[src/rtl/cpu_regfile_mp.sv]
// Multi-port register file: two registered read ports and one write port
// that can load, increment, decrement or clear a register, with a wrap pulse.
module cpu_regfile_mp #(
    parameter int unsigned DATA_W  = 8,
    parameter int unsigned DEPTH   = 8,
    parameter int unsigned ADDR_W  = $clog2(DEPTH),
    parameter int unsigned ZERO_R0 = 0
) (
    input  logic              clk,
    input  logic              rst,
    input  logic              wr_en,
    input  logic [1:0]        wr_op,
    input  logic [ADDR_W-1:0] wr_addr,
    input  logic [DATA_W-1:0] wr_data,
    input  logic              rd_en_a,
    input  logic [ADDR_W-1:0] rd_addr_a,
    output logic [DATA_W-1:0] rd_data_a,
    output logic              rd_valid_a,
    input  logic              rd_en_b,
    input  logic [ADDR_W-1:0] rd_addr_b,
    output logic [DATA_W-1:0] rd_data_b,
    output logic              rd_valid_b,
    output logic              wrap
);

    localparam logic [1:0] OP_LOAD = 2'b00;
    localparam logic [1:0] OP_INC  = 2'b01;
    localparam logic [1:0] OP_DEC  = 2'b10;
    localparam logic [1:0] OP_CLR  = 2'b11;

    logic [DATA_W-1:0] regs [DEPTH];

    logic              wr_hit_c;
    logic              wr_commit_c;
    logic [DATA_W-1:0] old_val_c;
    logic [DATA_W-1:0] new_val_c;
    logic [DATA_W-1:0] stored_a_c;
    logic [DATA_W-1:0] stored_b_c;
    logic              wrap_c;
    logic              byp_a_c;
    logic              byp_b_c;

    // Address decode; out-of-range indices match no entry and read as 0.
    always_comb begin
        wr_hit_c   = 1'b0;
        old_val_c  = '0;
        stored_a_c = '0;
        stored_b_c = '0;
        for (int unsigned i = 0; i < DEPTH; i++) begin
            if (wr_addr == ADDR_W'(i)) begin
                wr_hit_c  = 1'b1;
                old_val_c = regs[i];
            end
            if (rd_addr_a == ADDR_W'(i)) stored_a_c = regs[i];
            if (rd_addr_b == ADDR_W'(i)) stored_b_c = regs[i];
        end
    end

    // Write-port result computed from the stored value only.
    always_comb begin
        wr_commit_c = wr_en && wr_hit_c && !((ZERO_R0 != 0) && (wr_addr == '0));
        new_val_c   = '0;
        wrap_c      = 1'b0;
        case (wr_op)
            OP_LOAD: new_val_c = wr_data;
            OP_INC: begin
                new_val_c = old_val_c + DATA_W'(1);
                wrap_c    = wr_commit_c && (old_val_c == '1);
            end
            OP_DEC: begin
                new_val_c = old_val_c - DATA_W'(1);
                wrap_c    = wr_commit_c && (old_val_c == '0);
            end
            OP_CLR:  new_val_c = '0;
            default: new_val_c = '0;
        endcase
        byp_a_c = wr_commit_c && (rd_addr_a == wr_addr);
        byp_b_c = wr_commit_c && (rd_addr_b == wr_addr);
    end

    always_ff @(posedge clk) begin
        if (!rst) begin
            for (int unsigned i = 0; i < DEPTH; i++) regs[i] <= '0;
            rd_data_a  <= '0;
            rd_data_b  <= '0;
            rd_valid_a <= 1'b0;
            rd_valid_b <= 1'b0;
            wrap       <= 1'b0;
        end else begin
            for (int unsigned i = 0; i < DEPTH; i++) begin
                if (wr_commit_c && (wr_addr == ADDR_W'(i))) regs[i] <= new_val_c;
            end
            wrap       <= wrap_c;
            rd_valid_a <= rd_en_a;
            rd_valid_b <= rd_en_b;
            if (rd_en_a) rd_data_a <= byp_a_c ? new_val_c : stored_a_c;
            if (rd_en_b) rd_data_b <= byp_b_c ? new_val_c : stored_b_c;
        end
    end

endmodule

[config.mk]
export PLATFORM = sky130hd
export DESIGN_NAME = cpu_regfile_mp
export DESIGN_NICKNAME = d
export VERILOG_FILES = /design/src/rtl/cpu_regfile_mp.sv
export SDC_FILE = /design/constraint.sdc
export NUM_CORES = 1
export LEC_CHECK = 0
export BUFFER_PORTS_ARGS = -buffer_cell sky130_fd_sc_hd__buf_4
export CAP_MARGIN = 20
export CORE_MARGIN = 2
export CORE_UTILIZATION = 61
export CTS_CLUSTER_SIZE = 24
export DETAILED_ROUTE_END_ITERATION = 8
export GPL_TIMING_DRIVEN = 1
export PLACE_DENSITY = 0.81
export SYNTH_ARGS = -nofsm -noshare
export SYNTH_HDL_FRONTEND = slang
export SYNTH_SLANG_ARGS = --single-unit
export TNS_END_PERCENT = 30
[constraint.sdc]
create_clock -name clk -period 3.8 [get_ports clk]
set_input_delay 0.19 -clock clk [delete_from_list [all_inputs] [get_ports clk]]
set_output_delay 0.19 -clock clk [all_outputs]
set_load 0.01 [all_outputs]
# Word-level counts from Yosys, hierarchy flattened
# Memory sizes are Yosys's and may differ from the RTL's.
# Index checks and enable logic that the tools add are counted.
[word_totals]
reg_bits = 19
out_inout_bits = 19
memories = 1
input_bits = 24
elab_cells = 130
ramBits = 64
[memory_table]
columns = ["memory", "depth", "word_bits", "rd", "rd_ports_with_merged_regs", "wr", "line_no", "text"]
rows = [
  ["regs", 8, 8, 8, 0, 8, "31", "logic [DATA_W-1:0] regs [DEPTH];"],
]
[classes]
n_eq_ne = 27
n_bitwise = 8
reduce_logical = 18
addsub = 2
n_mux = 69
[ops]
columns = ["cell", "n"]
rows = [
  ["$mux 8", 34],
  ["$eq 3x3->1 const B", 12],
  ["$mux 1", 33],
  ["$pmux 8 s4", 1],
  ["$eq 3x2->1 const B", 6],
  ["$logic_and 1x1->1", 13],
  ["$eq 3x1->1 const B", 3],
  ["$logic_not 3->1", 3],
  ["$add 8x1->8 const B", 1],
  ["$eq 8x8->1 const B", 1],
  ["$logic_not 8->1", 1],
  ["$or 1x1->1", 8],
  ["$sub 8x1->8 const B", 1],
  ["$eq 3x3->1", 2],
  ["$eq 2x2->1 const B", 2],
  ["$eq 2x1->1 const B", 1],
  ["$logic_not 2->1", 1],
  ["$pmux 1 s2", 1],
]

# Depth between registers and ports, before layout
# Gate-level depths: netlist of the first run.
[depth]
word_depth = 15
ltp_mapped = 14
mapped_depth_nobuf = 13

# Least setup slack after synthesis of the first run
# OpenSTA, ideal clock, no wires.
[synth_path]
kind = "in2reg"
startpoint = "input wr_addr[1]"
endpoint = "memory regs[4][6], in the netlist regs[1][6] (data pin)"
path_buffers = 2
path_stages = 13
path_slack_ns = 0.570
setup_ns = 0.146
arrival_ns = 3.084
required_ns = 3.654
path_cell_list = "buf_6 > buf_2 > mux4_2 > mux2_2 > ha_1 > nor2b_1 > o21ai_0 > a21boi_0 > o21ai_0 > and3_1 > o31ai_1 > nand2_1 > nor2_1"
[synth_lines]
columns = ["item", "line_no", "text"]
rows = [
  ["start: declaration", "13", "input logic [ADDR_W-1:0] wr_addr,"],
  ["end: declaration", "31", ""],
]

==> impl_metrics.yaml, run 1 <==
clock_tree:
  cts-buffers-inserted: 9
  tritoncts_clock_tree: "done"
  worst_skew_pair.late_latency_ns: 0.37
  clkSlewWorstSetupHoldPaths_ns: 0.10
  post-cts-setup-buffer-count: 0
  cts_htree_levels: 3
  cts_max_path_buffers: 2
  clock-sinks: 83
  ctsResizeCount: 0
  ctsRootBufferMaster: "clkbuf_8"
  holdBufCountCts: 0
finish:
  mostFrequentLayoutCell: "edfxtp_1"
  n_fill_cell: 584
  post_route_cells_drive_above_1_share_pct: 19.73
  final_core_util_pct: 69.53
  finish.cell_count_without_fillers: 627
  antenna_cells_inserted: 0
  fin_nets: 550
  syn_to_final_growth_pct: 9.653
  commonest_cells_after_routing_fill_and_taps_aside: "edfxtp_1, nor2_1, nand2_1, buf_4, mux2i_1"
synthesis:
  synth-edff-count: 64
  ys_warn_count: 0
  syn-num-nets: 528
  syn_area_per_cell_um2: 10.63
  yosysUniqueCellTypes: 58
  ys_ff_latch: 83
  cells_after_synth: 495
  synth_seq_area_share_pct: 43.75
  syn_area_um2: 5263
  synth_async_sr_flop_share_pct: 0
  synth-main-ff-cell: "edfxtp_1"
timing:
  grt_setup_unrepaired: "no"
  fin_crit_sh_pct: 93.55
  final-max-slew-violation-count: 0
  fmax_ghz: 0.2813
  report.final.setup_viol: 0
  finClkSkew_ns: 0.01532
  timing.max_slew.rel_slack_pct: 34.63
  fin_crit_ns: 3.555
  worst_slew_pin_slew_ns: 0.9785
  hold_violations: 0
  final.setup.tns_ns: 0
global_routing:
  grt_antenna_before_repair: 0
  overflow: 0
  grt_pass1_vias: 4302
  grt_max_degree: 28
  grt_first_pass_wirelength_mm: 23.48
  global_route.usage.total_pct: 32.51
place:
  place.detailed.instances: 611
  gp_routability_congestion: 0.9802
  detailedPlacementHpwl_mm: 10.40
  number_of_port_buffers: 42
route:
  drc: 0
  wirelength_mm: 14.96
  antenna_left: 0
  drt_pre_antenna_iters: 5
  vias: 4331
  viasPerCell: 6.907
  wl_per_cell_um: 23.86
  detailedRoute.firstIterationViolations: 670
min_path:
  timing.hold.worst.class: "input port to flip-flop"
power:
  cellLeakagePower_nw: 2.315
  power_frac_clock_pct: 27.4
  p_int_mw: 1.489
  switching_share_pct: 31.67
  ir_worst_vdd_v: 0.0002550
  pwr-share-comb_pct: 22.7
  power.net_switching_mw: 0.6900
  power_density_nw_per_um2: 377.6
  seqPwrFrac_pct: 49.9
floorplanning:
  effective_utilization_at_floorplan_pct: 63.41
  floorplan.die_area_um2: 9386
  ioPinCount: 43
  std_cell_rows: 33
  die_h_um: 96.88
  coreArea_um2: 8299
  die_x_um: 96.88
worst_setup_path:
  worst_ep_required_time_ns: 4.01
  timing.setup.critical_path_class: "flip-flop to flip-flop"
  crit_top_cell: "o21ai_0"
  cp-end-kind: "flip-flop"
  arrival_ns: 3.77
  setup.worst_path.start_class: "flip-flop"
  critical_path_top_delay_cell: "edfxtp_1"
  path_max_fanout: 7
  critical_path_cell_by_cell: "mux4_2 > mux2_2 > ha_1 > nor2b_1 > o21ai_0 > a21boi_0 > o21ai_0 > and3_1 > o31ai_1 > nand2_1 > nor2_1"
  critical_path.max_stage_delay_ns: 0.49
run:
  drv.max_cap_violation_count: 0
run_status:
  run_status: "finished, final reports clean"
==> power groups by stage <==
stage / Clock, mW / Sequential, mW / Combinational, mW
4_1_cts: 0.598 / 1.08 / 0.484
5_1_grt: 0.642 / 1.09 / 0.530
2_1_floorplan: 0 / 1.09 / 0.333
3_3_place_gp: 0 / 1.10 / 0.464
6_report: 0.598 / 1.09 / 0.495
3_5_place_dp: 0 / 1.10 / 0.480
==> per-stage QoR <==
stage	hold slack (ns)	instance area, um2	power, mW	worst slack [ns]
floorplan	0.3708	5263	1.425	0.5705
global placement	0.4432	5574	1.563	0.4251
detailed placement	0.4607	5597	1.583	0.2671
CTS	0.09492	5771	2.165	0.3506
global route	0.1076	5771	2.261	0.01834
finish	0.1034	5771	2.179	0.2451
==> final cells by class <==
cell class                 instances  area (um2)  area share, %
clock buffer                      10       127.6          2.212
tap                              105       131.4          2.277
multi-input combinational        352        2713          47.01
inverter                          24       90.09          1.561
clock inverter                     6       46.29         0.8023
timing repair buffer              47       360.3          6.245
sequential                        83        2302          39.90
==> cells by family after synthesis <==
group	share of synthesized area, %
AOI/OAI and AO/OA	13.08
xor gates and xnor gates	1.641
adders and majority gates	2.283
buffers and inverters	4.708
DFF	43.75
muxes	20.02
and+or+nand+nor	14.53
==> flip-flops by register name, summed over array words and instances, names as in the netlist <==
register and flops:
rd_data_a 8, rd_data_b 8, rd_valid_a 1, rd_valid_b 1
regs 64, wrap 1
==> path summary, 6_finish.rpt <==
kind | from | endpoint | slack [ns] | cells past startpoint
worst max-delay path | regs[0][2]$_SDFFCE_PN0P_ | regs[1][14]$_SDFFCE_PN0P_ | 0.25 | 11
worst min-delay path | rd_en_a | rd_data_a[5]$_SDFFE_PN0P_ | 0.10 | 2
worst max register to register | regs[0][2]$_SDFFCE_PN0P_ | regs[1][14]$_SDFFCE_PN0P_ | 0.25 | 11
worst min register to register | rd_data_a[3]$_SDFFE_PN0P_ | rd_data_a[3]$_SDFFE_PN0P_ | 0.48 | 2
==> Yosys cell counts (7+ instances only) <==
cell,count,area (um2)
ha_1,8,100.1
nor2_1,61,229.0
inv_1,24,90.09
nand2b_1,11,68.82
o21ai_0,21,105.1
buf_2,12,60.06
nand2_1,45,168.9
mux2i_1,34,340.3
dfxtp_1,19,380.4
o211ai_1,13,97.59
clkbuf_1,20,75.07
a21oi_1,24,120.1
nor2b_1,10,62.56
mux4_2,28,630.6
nand3_1,8,40.04
edfxtp_1,64,1922
xnor2_1,7,61.31
==> metal layers <==
layer / track usage, % / share of wire, % / up-vias
met5: 0 / 0 / -
met4: 12.57 / 3.9 / 0
met3: 8.382 / 12 / 60
met2: 52.19 / 47 / 360
met1: 42.66 / 37 / 2018
li1: - / - / 1893
==> critical path: cells and delay by family, from the launching register on <==
kind	cells	cell delay (ns)
adders and majority gates	1	0.39
muxes	2	0.79
AOI/OAI and AO/OA	4	0.92
DFF	1	0.49
and+or+nand+nor	4	0.82
Power figures use the tool's default switching activity.
==> inputs of run 2 (changes only) <==
Settings changed: CORE_UTILIZATION 61 to 50, PLACE_DENSITY 0.81 to 0.68.
==> impl_metrics.yaml, run 2 (synthesis gave the netlist of run 1 again) <==
worst_setup_path:
  cp-end-kind: "flip-flop"
  timing.setup.critical_path_class: "flip-flop to flip-flop"
  worst_ep_required_time_ns: 4.01
  path_max_fanout: 7
  arrival_ns: 3.65
  setup.worst_path.start_class: "flip-flop"
route:
  viasPerCell: 6.334
  wirelength_mm: 15.00
  detailedRoute.firstIterationViolations: 407
  drt_pre_antenna_iters: 5
  antenna_left: 0
  wl_per_cell_um: 22.79
  drc: 0
  vias: 4168
timing:
  final-max-slew-violation-count: 0
  hold_slack_ns: 0.09601
  grt_setup_unrepaired: "no"
  final.setup.tns_ns: 0
  timing.max_slew.rel_slack_pct: 36.92
  finClkSkew_ns: 0.01166
  fin_crit_ns: 3.442
  report.final.setup_viol: 0
  fin_crit_sh_pct: 90.58
  hold_violations: 0
  worst_slew_pin_slew_ns: 0.9443
  fmax_ghz: 0.2905
min_path:
  timing.hold.worst.class: "input port to flip-flop"
clock_tree:
  ctsRootBufferMaster: "clkbuf_8"
  cts-buffers-inserted: 9
  worst_skew_pair.late_latency_ns: 0.37
  clock-sinks: 83
  tritoncts_clock_tree: "done"
  holdBufCountCts: 0
  cts_max_path_buffers: 2
  cts_htree_levels: 3
  clkSlewWorstSetupHoldPaths_ns: 0.09
run_status:
  run_status: "finished, final reports clean"
finish:
  antenna_cells_inserted: 0
  largest_register_ffs: 64
  registers.top_by_ff_count: "regs"
  n_fill_cell: 918
  biggestRegsByFlops: "regs x64, rd_data_a x8, rd_data_b x8"
  fin_nets: 550
  post_route_cells_drive_above_1_share_pct: 19.54
  syn_to_final_growth_pct: 10.70
  mostFrequentLayoutCell: "edfxtp_1"
  commonest_cells_after_routing_fill_and_taps_aside: "edfxtp_1, nor2_1, nand2_1, buf_4, mux2i_1"
power:
  ir_worst_vdd_v: 0.0001538
  cellLeakagePower_nw: 2.315
  p_int_mw: 1.546
  power_frac_clock_pct: 28.5
  power.net_switching_mw: 0.6607
  seqPwrFrac_pct: 49.0
  power_density_nw_per_um2: 378.7
  switching_share_pct: 29.94
  pwr-share-comb_pct: 22.5
global_routing:
  grt_pass1_vias: 4130
  grt_antenna_before_repair: 0
  grt_first_pass_wirelength_mm: 23.18
  global_route.usage.total_pct: 27.71
  grt_max_degree: 31
  overflow: 0
floorplanning:
  die_h_um: 106.6
  coreArea_um2: 10280
  std_cell_rows: 37
  floorplan.die_area_um2: 11360
  effective_utilization_at_floorplan_pct: 51.21
  ioPinCount: 43
  die_x_um: 106.6
run:
  drv.max_cap_violation_count: 0
place:
  number_of_port_buffers: 42
  detailedPlacementHpwl_mm: 10.34
  gp_routability_congestion: 0.9027
## run 2: through the flow
stage / power, mW / cells / cell area [um2] / utilization, % / setup slack [ns]
final: 2.206 / 658 / 5826 / 56.68 / 0.3581
after global placement: 1.572 / 640 / 5613 / 54.61 / 0.2846
after detailed placement: 1.587 / 642 / 5635 / 54.83 / 0.1146
after global routing: 2.292 / 658 / 5826 / 56.68 / 0.1234
after CTS: 2.199 / 658 / 5821 / 56.64 / 0.2914
after floorplan: 1.425 / 495 / 5263 / - / 0.5705
## run 2: layout make-up
| cell class | instances | area (um2) | area share, % |
|---|---|---|---|
| Multi-Input combinational cell | 352 | 2718 | 46.65 |
| Inverter | 24 | 90.09 | 1.546 |
| Timing Repair Buffer | 47 | 360.3 | 6.186 |
| Sequential cell | 83 | 2302 | 39.52 |
| Clock buffer | 11 | 131.4 | 2.255 |
| Clock inverter | 5 | 53.80 | 0.9235 |
| Tap cell | 136 | 170.2 | 2.921 |
## run 2: per-layer routing
metal / vias up / track usage (%) / share of wire (%)
li1: 1882 / - / -
met1: 2002 / 34.79 / 38
met2: 242 / 46.18 / 49
met3: 42 / 5.714 / 9.4
met4: 0 / 12.80 / 3.6
met5: - / 0 / 0
## run 2: path summary, 6_finish.rpt
kind | from | endpoint | slack, ns | cells past startpoint
max | regs[1][2]$_SDFFCE_PN0P_ | regs[0][14]$_SDFFCE_PN0P_ | 0.36 | 11
min | rd_en_a | rd_data_a[5]$_SDFFE_PN0P_ | 0.1 | 2
max reg2reg | regs[1][2]$_SDFFCE_PN0P_ | regs[0][14]$_SDFFCE_PN0P_ | 0.36 | 11
min reg2reg | rd_data_b[7]$_SDFFE_PN0P_ | rd_data_b[7]$_SDFFE_PN0P_ | 0.48 | 1
## run 2: critical path, cell delays in order (launching register included)
cell,delay [ns]
edfxtp_1,0.47
mux4_2,0.48
mux2_2,0.31
ha_1,0.38
nor2b_1,0.21
o21ai_0,0.12
a21boi_0,0.24
o21ai_0,0.14
and3_1,0.23
o31ai_2,0.33
nand2_1,0.22
nor2_1,0.16
## run 2: timing repair
| item | in CTS | in global routing |
|---|---|---|
| gates resized for setup | 0 | 1 |
| setup endpoints to repair | 0 | 2 |
| buffers inserted | 0 | 0 |
## run 2: power groups by stage
stage | clock [mW] | combinational [mW] | sequential [mW]
detailed placement | 0 | 0.486 | 1.10
global route | 0.670 | 0.535 | 1.09
global placement | 0 | 0.473 | 1.10
CTS | 0.631 | 0.488 | 1.08
finish | 0.629 | 0.496 | 1.08
floorplan | 0 | 0.333 | 1.09
